File: config.mk
export PLATFORM = sky130hd
export DESIGN_NAME = pwm_multi
export DESIGN_NICKNAME = d
export VERILOG_FILES = /design/src/rtl/pwm_multi.sv
export SDC_FILE = /design/constraint.sdc
export NUM_CORES = 1
export LEC_CHECK = 0
export CAP_MARGIN = 20
export CELL_PAD_IN_SITES_DETAIL_PLACEMENT = 2
export CELL_PAD_IN_SITES_GLOBAL_PLACEMENT = 2
export CORE_MARGIN = 2
export CORE_UTILIZATION = 39
export CTS_BUF_LIST = sky130_fd_sc_hd__clkbuf_16
export DETAILED_ROUTE_END_ITERATION = 10
export PLACE_DENSITY = 0.84
export SLEW_MARGIN = 20
export SYNTH_ARGS = -nofsm -noshare
export SYNTH_HDL_FRONTEND = slang
export SYNTH_SLANG_ARGS = --single-unit
File: constraint.sdc
create_clock -name clk -period 3.3 [get_ports clk]
set_input_delay 0.66 -clock clk [delete_from_list [all_inputs] [get_ports clk]]
set_output_delay 0.66 -clock clk [all_outputs]
set_load 0.05 [all_outputs]
File: src/rtl/pwm_multi.sv
// pwm_multi: NUM_CH edge-aligned PWM outputs sharing one prescaler and period counter,
// with duty/period/prescale/enable double-buffered and applied only on a period boundary.
module pwm_multi #(
    parameter int NUM_CH  = 4,
    parameter int CNT_W   = 16,
    parameter int PRESC_W = 8
) (
    input  logic                    clk,
    input  logic                    reset,
    input  logic                    en,
    input  logic                    cfg_load,
    input  logic [CNT_W-1:0]        cfg_period,
    input  logic [PRESC_W-1:0]      cfg_prescale,
    input  logic [NUM_CH*CNT_W-1:0] cfg_duty,
    input  logic [NUM_CH-1:0]       cfg_ch_en,
    input  logic [NUM_CH-1:0]       ch_pol,
    output logic                    cfg_pending,
    output logic                    period_start,
    output logic [NUM_CH-1:0]       pwm_out
);
    logic [CNT_W-1:0]        pendPeriod, actPeriod, cnt;
    logic [PRESC_W-1:0]      pendPresc, actPresc, psc;
    logic [NUM_CH*CNT_W-1:0] pendDuty, actDuty;
    logic [NUM_CH-1:0]       pendChEn, actChEn, raw;
    logic                    tick, wrap, apply, startQ, enQ;

    assign tick  = en && (psc == actPresc);
    assign wrap  = tick && (cnt == actPeriod);
    assign apply = cfg_pending && (wrap || !en);
    // enQ resets high so the cycle right after reset never shows an enable-rise pulse
    assign period_start = startQ || (en && !enQ);

    always_comb begin
        raw = '0;
        for (int i = 0; i < NUM_CH; i++)
            raw[i] = actChEn[i] && en && (cnt < actDuty[i*CNT_W +: CNT_W]);
    end

    always_ff @(posedge clk) begin
        if (reset) begin
            psc         <= '0;
            cnt         <= '0;
            pendPeriod  <= '0;
            pendPresc   <= '0;
            pendDuty    <= '0;
            pendChEn    <= '0;
            actPeriod   <= '0;
            actPresc    <= '0;
            actDuty     <= '0;
            actChEn     <= '0;
            cfg_pending <= 1'b0;
            startQ      <= 1'b0;
            enQ         <= 1'b1;
            pwm_out     <= '0;
        end else begin
            psc         <= (!en || tick) ? '0 : psc + 1'b1;
            cnt         <= !en ? '0 : tick ? (wrap ? '0 : cnt + 1'b1) : cnt;
            startQ      <= wrap;
            enQ         <= en;
            cfg_pending <= cfg_load || (cfg_pending && !apply);
            pwm_out     <= raw ^ ch_pol;
            if (cfg_load) begin
                pendPeriod <= cfg_period;
                pendPresc  <= cfg_prescale;
                pendDuty   <= cfg_duty;
                pendChEn   <= cfg_ch_en;
            end
            if (apply) begin
                actPeriod <= pendPeriod;
                actPresc  <= pendPresc;
                actDuty   <= pendDuty;
                actChEn   <= pendChEn;
            end
        end
    end
endmodule

==> impl_metrics.csv, run 1 <==
group,metric,value,unit
global_route,grt_antenna_before_repair,0,
drt,detail_route.wl_per_cell,20.0,um
timing,whs,0.496,ns
logic_synthesis,synth_nets,1146,
drt,drc,0,
clock_tree,cts_made_buffers,24,
critical_path,crit_path_start,"cnt[12]",
timing,fmax,364,MHz
clock_tree,cts_tree,"built",
floorplanning,std_cell_rows,57,
timing,setup_viol,0,
logic_synthesis,synth-simple-area-share,14.1,%
logic_synthesis,yosys_warnings,0,
floorplanning,start_util,39.7,%
critical_path,cp-start-kind,"flip-flop",
logic_synthesis,synth_xor_area_share,4.09,%
floorplanning,die_w,161,um
power,p_leak,4.99,nW
drt,drtIter0Drc,227,
drt,antenna_left,0,
drt,vias,7332,
critical_path,critPathCaptureType,"flip-flop",
final_layout,instances_no_fill,1428,
logic_synthesis,ys_async_sr_fraction,0,%
min_path,hold_end,"pendDuty[54]",
floorplanning,die_height,161,um
placed_design,portBuffers,105,
floorplanning,io_pins,106,
final_layout,syn_to_final_growth,21.5,%
placed_design,dp_hpwl,18.8,mm
clock_tree,cts_buffer_depth,3,
logic_synthesis,syn-mean-instance-area,9.78,um2
global_route,overflow,0,
job,max_cap_violations,0,
final_layout,drive_gt1_share,5.71,%
placed_design,gp_congestion,0.801,
timing,slew_viol_final,0,
critical_path,r2r_start,"cnt[12]",
critical_path,crit_arrival,3.15,ns
final_layout,diodes,0,
logic_synthesis,netlist_instances,984,
global_route,grt_pass1_wl,44.9,mm
critical_path,rr_worst_depth,7,
logic_synthesis,synth_fa_ha_area_share,8.06,%
critical_path,critPathKind,"reg -> reg",
min_path,hold_path.class,"reg -> reg",
clock_tree,holdBufCountCts,0,
logic_synthesis,synth-seq-cells,215,
placed_design,pre_cts_ws,0.469,ns
critical_path,worst_ep_required_time,3.70,ns
drt,route.final.wire_length,28.5,mm
min_path,min_from,"pendDuty[54]",
final_layout,fin_nets,1248,
floorplanning,core_area,24200,um2
logic_synthesis,synth-edff-count,0,
timing,slew_headroom,58.6,%
timing,setup_ws,0.553,ns
floorplanning,dieArea,26000,um2
clock_tree,clock_latency,0.53,ns
clock_tree,clkSlewWorstSetupHoldPaths,0.06,ns
global_route,grt.total_usage,21.9,%
timing,period_share,83.3,%
logic_synthesis,synth_top_family_by_area,"multiplexers",
logic_synthesis,dominantRegCellSynth,"dfxtp_1",
global_route,grt_max_degree,86,
timing,skew,0.0133,ns
timing,rsz0062_at_grt,"false",
logic_synthesis,synthMuxAreaShare,19.6,%
timing,finalHoldViolCount,0,
critical_path,cp_max_fo,47,
timing,tns,0,ns
clock_tree,cts_max_level,1,
logic_synthesis,synth_cell_types,38,
drt,viasPerCell,5.13,
placed_design,dpl.cell_count,1384,
clock_tree,cts_resized,0,
logic_synthesis,synth-compound-area-share,3.50,%
global_route,grt_pass1_vias,8230,
power,irDropWorstVdd,0.282,mV
timing,tightest_slew,0.620,ns
run_status,status,"completed",
timing,fin_crit,2.75,ns
clock_tree,postCtsSetupRepairBufs,0,
logic_synthesis,seq_area_frac_synth,44.7,%
clock_tree,clock-sinks,215,
power,total_power,6.33,mW
logic_synthesis,syn-cell-area,9630,um2
min_path,hold_depth,2,
power,power_density,541,nW/um2
critical_path,timing.rr.end,"actDuty[12]",
critical_path,rrSetupSlack,0.55,ns
clock_tree,cts-root-buf,"clkbuf_16",
drt,first_pass_iters,4,
cells in the final DEF, fill, tap and decap left out, drive strengths merged, types with 19 or more instances in the layout:
cell           instances
ha                    62
inv                   67
dfxtp                215
xor2                  30
mux2i                184
nand2                 19
buf                   22
nor2                 220
clkdlybuf4s50        102
a21oi                 20
clkbuf                25
flip-flops by register name (all words and copies together) (netlist names):
name and count:
actDuty 64, pendDuty 64, actPeriod 16, cnt 16, pendPeriod 16, actPresc 8, pendPresc 8, psc 8
actChEn 4, pendChEn 4, pwm_out 4, cfg_pending 1, enQ 1, startQ 1
worst max-delay path, stage by stage (launching register included):
cell and delay, ns:
dfxtp_1 0.62, xor2_1 0.14, nor4_1 0.45, nand4_1 0.36, o22ai_4 0.30, buf_12 0.34, mux2i_1 0.29, nor2_1 0.06
layer usage:
layer  up-vias  global-route usage [%]  wire [um]
met1      3642                    24.9      11800
met2       127                    42.3      15100
li1       3508                       -          -
met3        55                    2.93        914
met4         0                    6.45        754
met5         -                       0          0
final cells by class:
class | count | area, um2
Tap cell | 324 | 405
Clock inverter | 19 | 111
Inverter | 63 | 236
Multi-Input combinational cell | 658 | 4760
Fill cell | 2556 | 12600
Timing Repair Buffer | 124 | 1250
Sequential cell | 215 | 4300
Clock buffer | 25 | 626
Yosys cell counts (4+ instances only):
library cell | count | area (um2)
nor4_1 | 8 | 50.1
dfxtp_1 | 215 | 4300
buf_1 | 14 | 52.6
and3_1 | 9 | 56.3
nor3_1 | 9 | 45.0
ha_1 | 62 | 776
o21ai_1 | 5 | 25.0
a22o_1 | 4 | 35.0
mux2i_1 | 184 | 1840
mux2_1 | 4 | 45.0
xnor2_1 | 15 | 131
a311o_1 | 4 | 40.0
buf_12 | 8 | 160
a211oi_1 | 4 | 30.0
nand3_1 | 12 | 60.1
nand2b_1 | 4 | 25.0
o21ai_0 | 4 | 20.0
buf_2 | 5 | 25.0
clkbuf_1 | 19 | 71.3
nor2_1 | 220 | 826
a21oi_1 | 20 | 100
nand4_1 | 12 | 75.1
a21o_1 | 7 | 52.6
nor2b_1 | 9 | 56.3
nand2_1 | 19 | 71.3
inv_1 | 63 | 236
xor2_1 | 30 | 263
logic make-up after synthesis:
family	after synthesis
DFF	215
xor gates and xnor gates	45
muxes	188
buffers and inverters	111
and+or+nand+nor	311
adders and majority gates	62
AOI/OAI and AO/OA	52
through the flow:
step	cell area, um2	utilization (%)
floorplan	9630	-
global placement	11000	45.2
global route	11700	48.2
detailed placement	11000	45.2
finish	11700	48.2
CTS	11700	48.2
how the worst max path moves through the flow:
stage / endpoint / slack, ns
after floorplan: pwm_out[2] / 1.19
after global placement: cnt[15] / 0.52
after detailed placement: cnt[15] / 0.47
after CTS: actPresc[7] / 0.51
after global routing: actDuty[12] / 0.39
final: actDuty[12] / 0.55
power by group:
group | switching (mW) | internal [mW] | total (mW)
registers | 0.0894 | 2.73 | 2.82
logic | 0.499 | 0.443 | 0.942
clock network | 1.12 | 1.44 | 2.56
No activity file was read; power rests on OpenSTA's default activity.
==> run 2: changes to the inputs <==
--- a/config.mk
+++ b/config.mk
@@ -9,10 +9,10 @@
 export CELL_PAD_IN_SITES_DETAIL_PLACEMENT = 2
 export CELL_PAD_IN_SITES_GLOBAL_PLACEMENT = 2
 export CORE_MARGIN = 2
-export CORE_UTILIZATION = 39
+export CORE_UTILIZATION = 32
 export CTS_BUF_LIST = sky130_fd_sc_hd__clkbuf_16
 export DETAILED_ROUTE_END_ITERATION = 10
-export PLACE_DENSITY = 0.84
+export PLACE_DENSITY = 0.74
 export SLEW_MARGIN = 20
 export SYNTH_ARGS = -nofsm -noshare
 export SYNTH_HDL_FRONTEND = slang
==> constraint.sdc (replaced) <==
create_clock -name clk -period 2.4 [get_ports clk]
set_input_delay 0.48 -clock clk [delete_from_list [all_inputs] [get_ports clk]]
set_output_delay 0.48 -clock clk [all_outputs]
set_load 0.05 [all_outputs]
==> run 2 against run 1 <==
Core utilization down 7.2 points. Die area up 21%. Total power up 43%. Global-route usage down 4.6 points. Via count down 1.6%. Sequential share of layout area down 1.4 points. First-iteration DRC count up 13%. Worst hold slack worse by 0.18 ns. Combinational power up 51%. Routed wire length down 6.1%. Cell count up 6.6%. Non-clock buffer count up 26. Largest power group unchanged. Highest routed layer unchanged.
==> impl_metrics.csv, run 2 (same netlist as run 1, synthesis figures left out) <==
group,metric,value,unit
run_status,status,"completed",
floorplanning,io_pins,106,
placed_design,gp_congestion,0.748,
critical_path,cp_max_fo,4,
timing,slew_viol_final,0,
final_layout,fin_nets,1276,
placed_design,dpl.cell_count,1476,
global_route,grt_pass1_vias,7902,
clock_tree,cts_made_buffers,26,
timing,period_share,95.2,%
critical_path,cp-start-kind,"flip-flop",
timing,whs,0.317,ns
min_path,hold_path.class,"in -> reg",
final_layout,drive_gt1_share,8.04,%
power,combPwrFrac,15.7,%
clock_tree,clock-sinks,215,
drt,drc,0,
drt,vias,7218,
job,max_cap_violations,0,
final_layout,diodes,0,
placed_design,portBuffers,105,
clock_tree,cts-root-buf,"clkbuf_16",
drt,drtIter0Drc,256,
power,power_density,746,nW/um2
global_route,grt.total_usage,17.3,%
global_route,grt_max_degree,57,
power,pwr-share-seq,42.7,%
global_route,grt_pass1_wl,43.0,mm
floorplanning,std_cell_rows,63,
power,power.switching,2.36,mW
power,p_sw_share,26.0,%
drt,first_pass_iters,4,
timing,rsz0062_at_grt,"false",
clock_tree,postCtsSetupRepairBufs,0,
final_layout,instances_no_fill,1522,
critical_path,critPathCaptureType,"output port",
timing,skew,0.0147,ns
drt,viasPerCell,4.74,
floorplanning,die_height,177,um
critical_path,crit_arrival,1.80,ns
placed_design,dp_hpwl,18.8,mm
critical_path,cp_cell_sequence,"clkdlybuf4s50_1",
final_layout,fin_util,41.0,%
power,p_int,6.71,mW
critical_path,critPathBufInv,1,
clock_tree,clock_latency,0.53,ns
critical_path,max_stage_delay,0.87,ns
timing,setup_ws,0.116,ns
global_route,grt_antenna_before_repair,0,
final_layout,reg_top3,"actDuty: 64 flops, pendDuty: 64 flops",
power,clockPowerShare,41.6,%
final_layout,syn_to_final_growth,26.4,%
critical_path,path_delay_family,"buffers and inverters",
drt,route.final.wire_length,26.8,mm
critical_path,worst_ep_required_time,1.92,ns
power,irDropWorstVdd,0.474,mV
global_route,overflow,0,
drt,antenna_left,0,
critical_path,critPathKind,"reg -> out",
floorplanning,die_w,177,um
floorplanning,dieArea,31500,um2
clock_tree,cts_tree,"built",
final_layout,final_common_cell,"nor2_1",
drt,detail_route.wl_per_cell,17.6,um
timing,slew_headroom,64.0,%
placed_design,pre_cts_ws,-0.0158,ns
final_layout,fillCellCount,3223,
timing,fin_crit,2.28,ns
clock_tree,cts_buffer_depth,3,
floorplanning,core_area,29600,um2
timing,tightest_slew,0.538,ns
clock_tree,clkSlewWorstSetupHoldPaths,0.06,ns
clock_tree,cts_max_level,1,
final_layout,final_cell_mix,"nor2_1, dfxtp_1, mux2i_1",
floorplanning,start_util,32.5,%
timing,tns,0,ns
critical_path,crit_path_top_delay_cell,"clkdlybuf4s50_1",
timing,finalHoldViolCount,0,
timing,setup_viol,0,
timing,fmax,438,MHz
power,p_leak,5.20,nW
-- run 2: changes by cell type in the layout (fill, tap and decap cells not counted), sizes merged --
| cell | before | now |
|---|---|---|
| buf | 22 | 48 |
| bufinv | 1 | 2 |
| clkbuf | 25 | 27 |
| clkinv | 13 | 8 |
| inv | 67 | 71 |
-- run 2: power by group through the flow --
stage                     Clock, mW  Combinational [mW]  Sequential (mW)
final                          3.77                1.42             3.88
after detailed placement          0                1.43             3.96
after CTS                      3.88                1.45             3.88
after global placement            0                1.38             3.95
after global routing           4.03                1.55             3.90
after floorplan                   0               0.959             3.92
-- run 2: routing by layer --
layer | GRT usage [%] | share of wire [%] | vias to the layer above
met3 | 2.21 | 3.0 | 33
met2 | 31.3 | 49 | 98
met1 | 21.7 | 46 | 3523
met5 | 0 | 0 | -
met4 | 3.93 | 1.9 | 0
li1 | - | - | 3564
-- run 2: area by class of cell --
type / instances / area (um2) / area share [%]
multi-input cells: 658 / 4770 / 39.2
flip-flops and latches: 215 / 4300 / 35.4
repair buffers: 150 / 1550 / 12.7
clock buffers: 27 / 676 / 5.55
well taps: 390 / 488 / 4.01
inverters: 63 / 236 / 1.94
clock inverters: 19 / 140 / 1.15
-- run 2: repair_timing --
action	4_1_cts	5_1_grt
pin swaps	0	1
gates resized for setup	1	1
hold buffers	0	0
setup endpoints to repair	1	18
-- run 2: path summary, 6_finish.rpt --
kind / start / endpoint / slack, ns / depth (start not counted)
hold reg to reg: actDuty[10] / actDuty[10] / 0.49 / 2
hold / removal: reset / pendDuty[63] / 0.32 / 2
setup reg to reg: cnt[6] / pwm_out[3] / 0.13 / 7
setup / recovery: cfg_pending / cfg_pending / 0.12 / 1
-- run 2: through the flow --
stage / cell area, um2 / total power, mW
finish: 12200 / 9.07
global route: 12200 / 9.49
CTS: 12200 / 9.21
detailed placement: 11300 / 5.38
global placement: 11300 / 5.33
floorplan: 9630 / 4.88
